`src/rtl/uart_pkg.sv`:
```
// Shared types and constants for the UART receive path.
package uart_pkg;

  typedef enum logic [1:0] {IDLE, START, DATA, STOP} rx_state_t;

  localparam int DATA_BITS = 8;
  localparam int BIT_CNT_W = $clog2(DATA_BITS);

endpackage

```
`src/rtl/rx_sync_edge.sv`:
```
// Two-flop synchroniser plus one history flop for an asynchronous serial input.
// All flops preset to 1 (line idle), so no falling edge is seen coming out of reset.
module rx_sync_edge (
  input  logic clk,
  input  logic rst,
  input  logic rx_i,
  output logic rx_s_o,
  output logic fall_o
);

  logic meta_q;
  logic rx_s_q;
  logic rx_prev_q;

  always_ff @(posedge clk or posedge rst) begin
    if (rst) begin
      meta_q    <= 1'b1;
      rx_s_q    <= 1'b1;
      rx_prev_q <= 1'b1;
    end else begin
      meta_q    <= rx_i;
      rx_s_q    <= meta_q;
      rx_prev_q <= rx_s_q;
    end
  end

  assign rx_s_o = rx_s_q;
  assign fall_o = rx_prev_q & ~rx_s_q;

endmodule

```
`src/rtl/uart_rx_byte.sv`:
```
// 8N1 UART receiver: mid-bit sampling, one-cycle rx_rdy per good byte, frm_err on a low stop bit.
//   state | meaning
//   IDLE  | waiting for a 1->0 transition on the synchronised line
//   START | half-bit wait, then confirm the start bit is still low
//   DATA  | sample eight data bits, LSB first, one per bit period
//   STOP  | sample the stop bit and report good byte or framing error
module uart_rx_byte
  import uart_pkg::*;
#(
  parameter int BAUD_DIV = 2604,
  localparam int CNT_W   = $clog2(BAUD_DIV)
) (
  input  logic                 clk,
  input  logic                 rst,
  input  logic                 RX,
  output logic [DATA_BITS-1:0] rx_data,
  output logic                 rx_rdy,
  output logic                 frm_err
);

  localparam logic [CNT_W-1:0]     HALF_M1  = CNT_W'(BAUD_DIV / 2 - 1);
  localparam logic [CNT_W-1:0]     FULL_M1  = CNT_W'(BAUD_DIV - 1);
  localparam logic [BIT_CNT_W-1:0] LAST_BIT = BIT_CNT_W'(DATA_BITS - 1);

  logic rx_s;
  logic fall;

  rx_sync_edge u_sync (
    .clk    (clk),
    .rst    (rst),
    .rx_i   (RX),
    .rx_s_o (rx_s),
    .fall_o (fall)
  );

  rx_state_t              state_q, state_d;
  logic [CNT_W-1:0]       baud_q, baud_d;
  logic [BIT_CNT_W-1:0]   bit_q, bit_d;
  logic [DATA_BITS-1:0]   shift_q, shift_d;
  logic [DATA_BITS-1:0]   data_q, data_d;
  logic                   rdy_q, rdy_d;
  logic                   err_q, err_d;

  always_ff @(posedge clk or posedge rst) begin
    if (rst) begin
      state_q <= IDLE;
      baud_q  <= '0;
      bit_q   <= '0;
      shift_q <= '0;
      data_q  <= '0;
      rdy_q   <= 1'b0;
      err_q   <= 1'b0;
    end else begin
      state_q <= state_d;
      baud_q  <= baud_d;
      bit_q   <= bit_d;
      shift_q <= shift_d;
      data_q  <= data_d;
      rdy_q   <= rdy_d;
      err_q   <= err_d;
    end
  end

  always_comb begin
    state_d = state_q;
    baud_d  = baud_q;
    bit_d   = bit_q;
    shift_d = shift_q;
    data_d  = data_q;
    rdy_d   = 1'b0;
    err_d   = 1'b0;

    unique case (state_q)
      IDLE: begin
        if (fall) begin
          state_d = START;
          baud_d  = HALF_M1;
        end
      end

      START: begin
        if (baud_q == '0) begin
          // A start bit that has gone high again by mid-bit is treated as a glitch.
          if (!rx_s) begin
            state_d = DATA;
            baud_d  = FULL_M1;
            bit_d   = '0;
          end else begin
            state_d = IDLE;
          end
        end else begin
          baud_d = baud_q - CNT_W'(1);
        end
      end

      DATA: begin
        if (baud_q == '0) begin
          shift_d = {rx_s, shift_q[DATA_BITS-1:1]};
          baud_d  = FULL_M1;
          if (bit_q == LAST_BIT) begin
            state_d = STOP;
          end else begin
            bit_d = bit_q + BIT_CNT_W'(1);
          end
        end else begin
          baud_d = baud_q - CNT_W'(1);
        end
      end

      STOP: begin
        if (baud_q == '0) begin
          state_d = IDLE;
          if (rx_s) begin
            data_d = shift_q;
            rdy_d  = 1'b1;
          end else begin
            err_d = 1'b1;
          end
        end else begin
          baud_d = baud_q - CNT_W'(1);
        end
      end

      default: state_d = IDLE;
    endcase
  end

  assign rx_data = data_q;
  assign rx_rdy  = rdy_q;
  assign frm_err = err_q;

endmodule
```
`config.mk`:
```
export PLATFORM = sky130hd
export DESIGN_NAME = uart_rx_byte
export DESIGN_NICKNAME = d
export VERILOG_FILES = /design/src/rtl/uart_pkg.sv /design/src/rtl/rx_sync_edge.sv /design/src/rtl/uart_rx_byte.sv
export SDC_FILE = /design/constraint.sdc
export NUM_CORES = 1
export LEC_CHECK = 0
export ABC_AREA = 1
export BUFFER_PORTS_ARGS = -buffer_cell sky130_fd_sc_hd__buf_2
export CORE_UTILIZATION = 40
export DETAILED_ROUTE_END_ITERATION = 8
export PLACE_DENSITY = 0.62
export SYNTH_ARGS = -nofsm -noshare
export SYNTH_HDL_FRONTEND = slang
export SYNTH_SLANG_ARGS = --single-unit
```
`constraint.sdc`:
```
create_clock -name clk -period 3.4 [get_ports clk]
set_input_delay 0.51 -clock clk [delete_from_list [all_inputs] [get_ports clk]]
set_output_delay 0.51 -clock clk [all_outputs]
set_load 0.005 [all_outputs]
```
Word level (Yosys, flattened, before mapping)
Cells that the tools add are included.
Widths: inputs -> output; s select.
{"block": "word_totals", "register_bits": 38, "inputBits": 3, "out_inout_bits": 10}
{"block": "op_classes", "add_sub_neg": 2, "eq_ne": 13, "mux": 24, "bitwise": 2, "n_reduce_logical": 8}
{"operator": "$mux 12", "count": 5}
{"operator": "$pmux 12 s4", "count": 1}
{"operator": "$ne 2x2->1 const B", "count": 8}
{"operator": "$logic_not 12->1", "count": 1}
{"operator": "$mux 2", "count": 6}
{"operator": "$mux 3", "count": 4}
{"operator": "$sub 12x1->12 const B", "count": 1}
{"operator": "$reduce_and 5->1", "count": 2}
{"operator": "$pmux 2 s4", "count": 1}
{"operator": "$mux 1", "count": 6}
{"operator": "$pmux 3 s2", "count": 1}
{"operator": "$reduce_and 3->1", "count": 2}
{"operator": "$eq 2x2->1 const B", "count": 2}
{"operator": "$add 3x1->3 const B", "count": 1}
{"operator": "$eq 3x3->1 const B", "count": 1}
{"operator": "$ne 3x3->1 const B", "count": 1}
{"operator": "$eq 2x1->1 const B", "count": 1}
{"operator": "$logic_not 2->1", "count": 1}
{"operator": "$reduce_and 2->1", "count": 1}
{"operator": "$reduce_bool 2->1", "count": 1}
{"operator": "$and 1x1->1", "count": 1}
{"operator": "$not 1->1", "count": 1}

Logic depth before layout (Yosys ltp)
Gate-level depths: netlist of run 1.
{"block": "logic_depth", "depth_word": 4, "depth_mapped": 10, "depth_no_buf": 10}

Cells and area by module
Synthesis of run 1 repeated with hierarchy kept, for this count alone.
{"block": "unflattened", "hier_cells": 259, "hier_area_um2": 2098.3}
{"mod": "uart_rx_byte", "n_inst": 1, "cells_each": 253, "area_each_um2": 2005.7, "seq_area_each_um2": 875.8}
{"mod": "rx_sync_edge", "n_inst": 1, "cells_each": 6, "area_each_um2": 92.6, "seq_area_each_um2": 78.8}

Least setup slack after synthesis of run 1
No wires, ideal clock.
{"block": "synth_timing", "path_kind": "reg2reg", "from": "register baud_q[0]", "to": "register bit_q[0]", "arrival_time_ps": 1409, "required_time_ps": 3284, "slack_ps": 1875, "path_stages_with_launch": 10, "n_path_buf": 0, "period_less_slack_ps": 1525, "path_cell_list": "dfrtp_1 > inv_1 > ha_1 > inv_1 > nor2_2 > nand2_4 > a21oi_2 > nand2_1 > nand2_1 > nand2_1"}
{"block": "synth_via", "elab_chain_len": 3, "elab_cells_between_ends": 4, "cone_classes": "2 x eq/ne; 2 x reduce/logical"}
{"item": "from (decl)", "line": "uart_rx_byte.sv:37", "rtl": "logic [CNT_W-1:0] baud_q, baud_d;"}
{"item": "from (signal assigned)", "line": "uart_rx_byte.sv:55", "rtl": "baud_q <= baud_d;"}
{"item": "$logic_not 12->1 (*)", "line": "uart_rx_byte.sv:82, uart_rx_byte.sv:97"}
{"item": "$ne 2x2->1 (no line)"}
{"item": "$reduce_and 5->1 (no line) (*)"}
{"item": "to (signal assigned)", "line": "uart_rx_byte.sv:56", "rtl": "bit_q <= bit_d;"}
{"item": "to (decl)", "line": "uart_rx_byte.sv:38", "rtl": "logic [BIT_CNT_W-1:0] bit_q, bit_d;"}
Every way passes the cells marked *; elsewhere a longest branch is shown, timed or not.
A chain may end at the register's enable or synchronous reset.

Worst setup path in the final report of run 1
{"block": "layout_timing", "from": "register state_q[0]", "to": "register baud_q[11]"}
{"block": "layout_via", "elab_chain_len": 3, "elab_cells_between_ends": 9, "cone_classes": "6 x eq/ne; 1 x mux; 2 x reduce/logical"}
{"item": "from (decl)", "line": "uart_rx_byte.sv:36", "rtl": "rx_state_t state_q, state_d;"}
{"item": "from (signal assigned)", "line": "uart_rx_byte.sv:54", "rtl": "state_q <= state_d;"}
{"item": "$eq 2x1->1, or another cell as far along", "line": "uart_rx_byte.sv:73", "rtl": "unique case (state_q)"}
{"item": "$ne 3x3->1 (no line) / $ne 2x2->1 (equally long branches)"}
{"item": "$reduce_and 3->1 (no line)"}
Several ways; a longest one is shown, not always the timed one.

==> impl_metrics.env, run 1 <==
export IMPL_crit_path_frequent_cell="nand2_1"
export IMPL_fin_crit_sh=0.513
export IMPL_clkSlewWorstSetupHoldPaths_ps=80
export IMPL_critical_path_max_fanout=6
export IMPL_number_of_global_route_vias_before_repair=1476
export IMPL_period_needed_ps=1740
export IMPL_yosys_register_bits=38
export IMPL_postLayoutCoreUtil=0.466
export IMPL_final_max_slew_viol_count=0
export IMPL_cp_startpoint="state_q[0]$_DFFE_PP0P_"
export IMPL_route_detailed_drc=0
export IMPL_final_antenna_net_count=0
export IMPL_synth_top_cells_by_area="dfrtp_1 40%, nand2_1 12%, o21ai_2 6.5%"
export IMPL_critical_path_slowest_cell="dfrtp_1"
export IMPL_wire_length_of_the_first_global_routing_pass_mm=6.84
export IMPL_run_status="complete, no violations"
export IMPL_ioPinCount=13
export IMPL_pwr_density_cell_mw_per_mm2=672
export IMPL_worst_ir_drop_vdd_v=0.000320
export IMPL_max_cap_violations=0
export IMPL_insertedDiodeCount=0
export IMPL_synth_yosys_seq_area_share=0.441
export IMPL_grt_antenna_before_repair=0
export IMPL_cp_end_kind="flip-flop"
export IMPL_post_cts_setup_buffer_count=0
export IMPL_layout_nets=286
export IMPL_hold_violation_total_from_the_final_report=0
export IMPL_report_final_setup_viol=0
export IMPL_synth_edff_count=0
export IMPL_path_cells="ha_1 > inv_1 > o21ai_1 > nand3_4 > nand3_2 > nor2_1 > nand2_1 > nand2_1"
export IMPL_post_synth_most_frequent_cells="67 x nand2_1, 35 x dfrtp_1, 32 x inv_1"
export IMPL_syn_inst=256
export IMPL_path_delay_family="simple AND/OR/NAND/NOR gates"
export IMPL_layout_area_overhead_vs_synth_pct=11.4
export IMPL_tritoncts="done"
export IMPL_grt_start_max_net_pins=39
export IMPL_clock_tree_buffer_depth=2
export IMPL_synth_cell_type_count=29
export IMPL_cts_resized=0
export IMPL_arrival_ps=1980
export IMPL_setup_worst_path_class="reg -> reg"
export IMPL_clock_sinks=38
export IMPL_finClkSkew_ps=10.9
export IMPL_path_class_of_the_lowest_slack_min_delay_path="in -> async"
export IMPL_timing_max_slew_rel_slack=0.681
export IMPL_total_routing_usage_gr=0.161
export IMPL_die_area_mm2=0.00571
export IMPL_yosys_warnings=0
export IMPL_initial_utilization=0.419
export IMPL_post_cts_hold_buffer_count=0
export IMPL_die_w_um=75.6
export IMPL_number_of_port_buffers=12
export IMPL_cp_slowest_stage_delay_ps=420
export IMPL_critical_path_reg2reg_startpoint="state_q[0]$_DFFE_PP0P_"
export IMPL_fmaxAchievable_ghz=0.574
export IMPL_cp_num_buf_inv=1
export IMPL_synth_top_cell_by_area="dfrtp_1"
export IMPL_timing_hold_ws_ps=306
export IMPL_p_leak_nw=1.19
export IMPL_synth_top_area_frac=0.404
export IMPL_hpwl_mm=3.02
export IMPL_routed_wire_length_per_instance_um=11.7
export IMPL_critical_path_source_type="flip-flop"
export IMPL_cp_data_required_time_ps=3640
export IMPL_postSynth_topFlopCell="dfrtp_1"
export IMPL_ys_async_sr_fraction=1.00
export IMPL_globalRoute_totalOverflow=0
export IMPL_layout_filler_cells=498
export IMPL_layout_cells_sized_above_1=0.233
export IMPL_post_synth_cell_area_avg_um2=8.46
export IMPL_drt_initial_drc_count=70
export IMPL_drt_vias_per_instance=4.77
export IMPL_cts_buffers_inserted=5
export IMPL_setup_total_negative_slack_ps=0
export IMPL_yosysMostFrequentCell="nand2_1"
export IMPL_root_buffer="clkbuf_8"
export IMPL_clock_latency_reported_for_the_late_side_of_the_worst_skew_pair_ps=290
export IMPL_detail_route_first_pass_iterations=4
export IMPL_route_final_wire_length_mm=4.03
export IMPL_die_y_um=75.6
export IMPL_std_cell_rows=26
export IMPL_routabilityCongestion=0.862
export IMPL_core_mm2=0.00517
export IMPL_area_of_the_mapped_netlist_mm2=0.00217
export IMPL_ctsHtreeMaxLevel=2
export IMPL_grt_setup_unrepaired="no"
export IMPL_nets_in_the_synthesized_netlist=268
export IMPL_worst_pin_slew_ps=477
export IMPL_vias=1645
## through the flow
| stage | std cells | setup WS [ps] | area, µm² | power [mW] |
|---|---|---|---|---|
| floorplan | 256 | 1870 | 2170 | 1.10 |
| global placement | 337 | 1720 | 2300 | 1.24 |
| detailed placement | 337 | 1670 | 2300 | 1.24 |
| CTS | 345 | 1630 | 2410 | 1.63 |
| global route | 345 | 1480 | 2410 | 1.75 |
| finish | 345 | 1660 | 2410 | 1.62 |
## sequential cells by signal, indices dropped and copies added (netlist names), named ones only
register	flops
u_sync.rx_s_o	1
baud_q	12
rx_rdy	1
u_sync.rx_prev_q	1
shift_q	8
frm_err	1
rx_data	8
u_sync.meta_q	1
bit_q	3
state_q	1
## cell families (layout without fill, tap and decap cells)
group | after synthesis | after routing | synth area share
simple gates | 139 | 139 | 0.321
flops | 38 | 38 | 0.441
buf+inv | 38 | 57 | 0.0751
compound gates | 29 | 29 | 0.0988
fa+ha+maj | 9 | 9 | 0.0520
xor+xnor | 3 | 3 | 0.0121
## metal layers
layer  vias up  wire, µm  global-route usage  share of wire
met5         -         0                   0              0
met4         0        53              0.0494          0.013
met3         5       122              0.0317          0.030
met2        27      1790               0.246           0.44
met1       765      2060               0.230           0.51
li1        848         -                   -              -
## worst min-delay path: cells and delay by family
family / cells / cell delay [ps]
buf+inv: 3 / 530
## power by group
part	switching, mW	total, mW	internal (mW)
sequential	0.0786	0.593	0.514
clock	0.171	0.389	0.218
combinational	0.430	0.640	0.210
total	0.680	1.62	0.942
## final cells by class
cell class | instances | area, µm² | area share
well taps | 70 | 87.6 | 0.0363
inverters | 36 | 140 | 0.0581
multi-input cells | 180 | 1050 | 0.435
flip-flops and latches | 38 | 955 | 0.396
clock inverters | 3 | 45.0 | 0.0187
repair buffers | 13 | 67.6 | 0.0280
clock buffers | 5 | 68.8 | 0.0285
## path summary, 6_finish.rpt
check	cells after the start	endpoint	slack [ps]
setup / recovery	8	baud_q[11]$_DFFE_PP0P_	1660
hold / removal	3	baud_q[5]$_DFFE_PP0P_	310
setup reg to reg	8	baud_q[11]$_DFFE_PP0P_	1660
hold reg to reg	0	u_sync.rx_s_o$_DFF_PP1_	360
max in group asynchronous	3	u_sync.meta_q$_DFF_PP1_	2720
min in group clk	1	u_sync.meta_q$_DFF_PP1_	320
## layout by cell type, fill, tap and decap left out, types with 3 or more instances in the layout
cell       n
nand2_1   67
dfrtp_1   35
inv_1     32
nor2_1    25
nand3_1   17
o21ai_2   16
buf_2     12
ha_1       9
o21ai_0    6
clkbuf_8   5
nor2_2     4
nor2_4     4
nor3_1     4
nand4_1    4
nand2_4    3
nand2_2    3
a21oi_1    3
nand3b_1   3
dfstp_2    3
Power figures use the tool's default switching activity.
==> inputs of run 2 (changes only) <==
- PLACE_DENSITY: 0.62 -> 0.64
- clock period: 3.4 -> 1.55 ns (I/O delays scaled with it)
==> run 2 against run 1 <==
  * The run now ends with setup timing left
  * Global-route usage grew 1.8 points
  * Worst setup slack lost 1700 ps
  * Routed wire length grew 22%
  * Sequential share of layout area shrank 7.6 points
  * Final cell count grew 14%
  * First-iteration DRC count shrank 23%
  * Register-to-register slack lost 1700 ps
  * Maximum frequency grew 10%
  * Critical path depth grew 2
  * Largest cell class unchanged
  * Largest power group unchanged
==> impl_metrics.env, run 2 (same netlist as run 1, synthesis figures left out) <==
export IMPL_fmaxAchievable_ghz=0.631
export IMPL_drt_vias_per_instance=4.68
export IMPL_hold_violation_total_from_the_final_report=0
export IMPL_most_common_library_cell_in_the_layout_ignoring_fill_and_taps="nand2_1"
export IMPL_registers_top_by_ff_count="baud_q"
export IMPL_wire_length_of_the_first_global_routing_pass_mm=7.42
export IMPL_number_of_global_route_vias_before_repair=1642
export IMPL_route_final_wire_length_mm=4.92
export IMPL_tritoncts="done"
export IMPL_arrival_ps=1780
export IMPL_critical_path_reg2reg_startpoint="state_q[0]$_DFFE_PP0P_"
export IMPL_placed_cell_area_mm2=0.00257
export IMPL_globalRoute_totalOverflow=0
export IMPL_insertedDiodeCount=0
export IMPL_final_max_slew_viol_count=0
export IMPL_fin_crit_sh=1.02
export IMPL_hpwl_mm=3.43
export IMPL_vias=1835
export IMPL_min_from="RX"
export IMPL_largest_register_ffs=12
export IMPL_layout_nets=333
export IMPL_ctsHtreeMaxLevel=2
export IMPL_clock_sinks=38
export IMPL_finClkSkew_ps=2.66
export IMPL_critical_path_source_type="flip-flop"
export IMPL_p_leak_nw=1.46
export IMPL_total_routing_usage_gr=0.178
export IMPL_route_detailed_drc=0
export IMPL_setup_worst_path_class="reg -> reg"
export IMPL_post_cts_hold_buffer_count=0
export IMPL_clkSlewWorstSetupHoldPaths_ps=80
export IMPL_timing_max_slew_rel_slack=0.675
export IMPL_postLayoutCoreUtil=0.579
export IMPL_worst_ir_drop_vdd_v=0.000858
export IMPL_die_y_um=75.6
export IMPL_fin_total_pwr_mw=4.89
export IMPL_die_area_mm2=0.00571
export IMPL_routed_wire_length_per_instance_um=12.6
export IMPL_drt_initial_drc_count=54
export IMPL_top_library_cells_by_usage_in_the_layout_fill_and_taps_aside="57 x nand2_1, 42 x buf_4, 33 x dfrtp_1, 25 x inv_1, 16 x o21ai_2"
export IMPL_die_w_um=75.6
export IMPL_detail_route_first_pass_iterations=4
export IMPL_violations="setup timing"
export IMPL_grt_setup_unrepaired="yes"
export IMPL_cp_data_required_time_ps=1750
export IMPL_routabilityCongestion=0.867
export IMPL_max_cap_violations=0
export IMPL_clock_tree_buffer_depth=2
export IMPL_ioPinCount=13
export IMPL_cp_end_kind="flip-flop"
export IMPL_initial_utilization=0.419
export IMPL_run_status="finished, violations left"
export IMPL_fin_area_mm2=0.00299
export IMPL_period_needed_ps=1580
export IMPL_minimum_setup_slack_in_the_final_design_ps=-34.4
export IMPL_final_antenna_net_count=0
export IMPL_root_buffer="clkbuf_8"
export IMPL_critical_path_max_fanout=5
export IMPL_layout_cells_sized_above_1=0.469
export IMPL_clock_latency_reported_for_the_late_side_of_the_worst_skew_pair_ps=300
export IMPL_cp_startpoint="state_q[0]$_DFFE_PP0P_"
export IMPL_grt_start_max_net_pins=39
export IMPL_grt_antenna_before_repair=0
export IMPL_std_cell_rows=26
export IMPL_cts_buffers_inserted=5
export IMPL_layout_area_overhead_vs_synth_pct=38.2
export IMPL_worst_pin_slew_ps=488
export IMPL_timing_hold_ws_ps=23.5
export IMPL_number_of_port_buffers=12
export IMPL_core_mm2=0.00517
export IMPL_pwr_density_cell_mw_per_mm2=1630
export IMPL_report_final_setup_viol=4
export IMPL_pre_cts_ws_ps=-107
export IMPL_path_class_of_the_lowest_slack_min_delay_path="in -> reg"
run 2: cell count changes in the layout (fill, tap and decap cells not counted), moves of 7 or more:
| cell | previous run | this run |
|---|---|---|
| nand2_2 | 3 | 11 |
| nand2_1 | 67 | 57 |
| buf_4 | 1 | 42 |
| nor2_1 | 25 | 15 |
| inv_1 | 32 | 25 |
run 2: power by group:
part / internal (mW) / total (mW) / switching, mW / leakage, nW
clock network: 0.645 / 1.03 / 0.384 / 0.0683
logic: 1.21 / 2.60 / 1.40 / 0.890
registers: 1.13 / 1.26 / 0.126 / 0.498
total: 2.98 / 4.89 / 1.91 / 1.46
run 2: critical path: stages, from the launching register on:
cell and delay, ps:
dfrtp_2 450, buf_6 130, ha_4 150, inv_2 70, o21ai_2 80, nand3_4 130, nand3_4 90, buf_6 140
buf_6 120, nor2_4 100, nor2_2 40
run 2: worst paths after layout:
kind | to | slack (ps) | depth (start not counted)
max in group asynchronous | state_q[0]$_DFFE_PP0P_ | 1150 | 3
min reg2reg | u_sync.rx_s_o$_DFF_PP1_ | 360 | 0
min in group asynchronous | baud_q[7]$_DFFE_PP0P_ | 30 | 3
max reg2reg | baud_q[10]$_DFFE_PP0P_ | -30 | 10
min | u_sync.meta_q$_DFF_PP1_ | 20 | 1
max | baud_q[10]$_DFFE_PP0P_ | -30 | 10
run 2: per-stage QoR:
stage | instances | setup TNS (ps)
after global placement | 373 | -344
after floorplan | 256 | 0
after detailed placement | 373 | -953
final | 392 | -74.6
after global routing | 392 | -2250
after CTS | 385 | 0
run 2: what timing repair did:
| action | 4_1_cts | 5_1_grt |
|---|---|---|
| gates resized for setup | 6 | 54 |
| setup endpoints to repair | 16 | 33 |
| pin swaps | 1 | 16 |
| buffers inserted | 4 | 6 |
| gates cloned | 0 | 1 |
run 2: final cells by class:
cell class / count / area, µm²
clock buffers: 5 / 68.8
repair buffers: 59 / 432
flip-flops and latches: 38 / 957
multi-input cells: 181 / 1240
fillers: 444 / 2180
clock inverters: 3 / 68.8
inverters: 36 / 143
well taps: 70 / 87.6
run 2: per-layer routing:
| metal | global-route usage | vias to the layer above | wire length (µm) |
|---|---|---|---|
| met4 | 0.0802 | 0 | 118 |
| met3 | 0.0423 | 12 | 105 |
| li1 | - | 946 | - |
| met1 | 0.227 | 858 | 2280 |
| met5 | 0 | - | 0 |
| met2 | 0.290 | 19 | 2420 |
==> inputs of run 3 (changes only) <==
==> constraint.sdc (replaced) <==
create_clock -name clk -period 1.55 [get_ports clk]
set_input_delay 0.465 -clock clk [delete_from_list [all_inputs] [get_ports clk]]
set_output_delay 0.465 -clock clk [all_outputs]
set_load 0.005 [all_outputs]
==> run 3 against run 2 <==
  * Final area decreased by 0.38%
  * Largest cell class unchanged
  * Die area is the same
  * Combinational power about the same
  * Power up 0.54%
  * Clock skew up 4.3 ps
  * Critical path depth is the same
  * Sequential share of layout area is 0.12 points higher
  * Clock-buffer cell count did not move
  * Global-route usage is 0.72 points higher
  * The flow now finishes without violations
  * Sequential power about the same
  * Via count rose by 0.33%
==> impl_metrics.env, run 3 (same netlist as run 1, synthesis figures left out) <==
export IMPL_multiInputGateArea_mm2=0.00125
export IMPL_fmaxAchievable_ghz=0.650
export IMPL_route_final_wire_length_mm=5.11
export IMPL_tritoncts="done"
export IMPL_final_antenna_net_count=0
export IMPL_largest_register_ffs=12
export IMPL_total_routing_usage_gr=0.186
export IMPL_report_final_setup_viol=0
export IMPL_grt_start_max_net_pins=39
export IMPL_top_library_cells_by_usage_in_the_layout_fill_and_taps_aside="61 x nand2_1, 38 x buf_4, 33 x dfrtp_1, 23 x inv_1, 19 x nor2_1"
export IMPL_number_of_port_buffers=12
export IMPL_layout_filler_cells=439
export IMPL_drt_vias_per_instance=4.74
export IMPL_layout_nets=329
export IMPL_fin_crit_sh=0.992
export IMPL_detail_route_first_pass_iterations=4
export IMPL_hold_violation_total_from_the_final_report=0
export IMPL_die_area_mm2=0.00571
export IMPL_path_cells="inv_2 > ha_4 > inv_2 > o21ai_2 > nand3_4 > nand3_4 > nor2_1 > buf_4 > nand2_1 > nand2_1"
export IMPL_critical_path_slowest_cell="dfrtp_1"
export IMPL_arrival_ps=1720
export IMPL_clock_sinks=38
export IMPL_finClkSkew_ps=6.94
export IMPL_layout_cells_sized_above_1=0.447
export IMPL_core_mm2=0.00517
export IMPL_grt_setup_unrepaired="yes"
export IMPL_run_status="complete, no violations"
export IMPL_ctsHtreeMaxLevel=2
export IMPL_fin_total_pwr_mw=4.91
export IMPL_max_cap_violations=0
export IMPL_ioPinCount=13
export IMPL_number_of_global_route_vias_before_repair=1715
export IMPL_std_cell_rows=26
export IMPL_cp_num_buf_inv=3
export IMPL_wire_length_of_the_first_global_routing_pass_mm=7.76
export IMPL_hpwl_mm=3.41
export IMPL_routabilityCongestion=0.869
export IMPL_critical_path_max_fanout=3
export IMPL_insertedDiodeCount=0
export IMPL_path_delay_family="flip-flops"
export IMPL_worst_pin_slew_ps=280
export IMPL_cp_end_kind="flip-flop"
export IMPL_registers_top_by_ff_count="baud_q"
export IMPL_period_needed_ps=1540
export IMPL_worst_ir_drop_vdd_v=0.000919
export IMPL_postLayoutCoreUtil=0.577
export IMPL_clock_latency_reported_for_the_late_side_of_the_worst_skew_pair_ps=290
export IMPL_cp_data_required_time_ps=1730
export IMPL_initial_utilization=0.419
export IMPL_layout_area_overhead_vs_synth_pct=37.7
export IMPL_post_cts_hold_buffer_count=0
export IMPL_die_w_um=75.6
export IMPL_die_y_um=75.6
export IMPL_clkSlewWorstSetupHoldPaths_ps=90
export IMPL_route_detailed_drc=0
export IMPL_globalRoute_totalOverflow=0
export IMPL_final_max_slew_viol_count=0
export IMPL_most_common_library_cell_in_the_layout_ignoring_fill_and_taps="nand2_1"
export IMPL_regArea_um2=957
export IMPL_setup_worst_path_class="reg -> reg"
export IMPL_cp_slowest_stage_delay_ps=440
export IMPL_drt_initial_drc_count=77
export IMPL_path_class_of_the_lowest_slack_min_delay_path="in -> async"
export IMPL_cts_buffers_inserted=5
export IMPL_p_leak_nw=1.45
export IMPL_critical_path_source_type="flip-flop"
export IMPL_pwr_density_cell_mw_per_mm2=1650
export IMPL_vias=1841
export IMPL_routed_wire_length_per_instance_um=13.2
export IMPL_root_buffer="clkbuf_8"
export IMPL_timing_max_slew_rel_slack=0.812
export IMPL_grt_antenna_before_repair=0
export IMPL_clock_tree_buffer_depth=2
run 3: cell types whose count changed in the layout (fill, tap and decap cells not counted), moves of 3 or more:
| cell | before | now |
|---|---|---|
| nand2_2 | 11 | 6 |
| buf_4 | 42 | 38 |
| nand2_1 | 57 | 61 |
| nor2_1 | 15 | 19 |
| nor2_2 | 10 | 7 |
run 3: final cells by class:
cell class,instances,area share
clock inverter,3,0.0231
sequential,38,0.321
multi-input combinational,181,0.418
clock buffer,5,0.0231
tap,70,0.0294
timing repair buffer,55,0.138
inverter,36,0.0478
run 3: worst paths after layout:
check | endpoint | from | depth (start not counted) | slack [ps]
setup reg to reg | baud_q[5]$_DFFE_PP0P_ | flip-flop | 10 | 10
setup / recovery | baud_q[5]$_DFFE_PP0P_ | flip-flop | 10 | 10
max in group asynchronous | u_sync.rx_s_o$_DFF_PP1_ | rst | 3 | 1080
hold / removal | baud_q[6]$_DFFE_PP0P_ | rst | 3 | 210
hold reg to reg | u_sync.rx_s_o$_DFF_PP1_ | u_sync.meta_q$_DFF_PP1_ | 0 | 360
min in group clk | u_sync.meta_q$_DFF_PP1_ | RX | 1 | 270
run 3: tightest hold or removal path, cell delays in order:
cell and delay (ps):
buf_2 90, inv_1 80, buf_12 230
run 3: timing repair:
item	CTS	global route
setup endpoints to repair	18	33
pin swaps	1	15
setup buffers	3	3
gates cloned	0	1
resized for setup	9	48
run 3: stage by stage:
step	cells	hold WS, ps	TNS, ps	worst slack (ps)	area (µm²)
after global placement	373	347	-341	-67.4	2580
after CTS	384	214	-4.75	-4.75	2770
final	388	207	0	12.0	2980
after global routing	388	246	-1220	-90.8	2980
after floorplan	256	345	0	24.6	2170
after detailed placement	373	348	-961	-98.9	2580
run 3: power by group:
part           internal [mW]  switching, mW  leakage, nW
Clock                  0.645          0.388       0.0683
Sequential              1.13          0.144        0.498
Combinational           1.19           1.41        0.884
run 3: routing by layer:
| metal | track usage | vias to the layer above | share of wire |
|---|---|---|---|
| li1 | - | 943 | - |
| met1 | 0.243 | 870 | 0.46 |
| met2 | 0.308 | 22 | 0.51 |
| met3 | 0.0291 | 6 | 0.018 |
| met4 | 0.0761 | 0 | 0.014 |
| met5 | 0 | - | 0 |
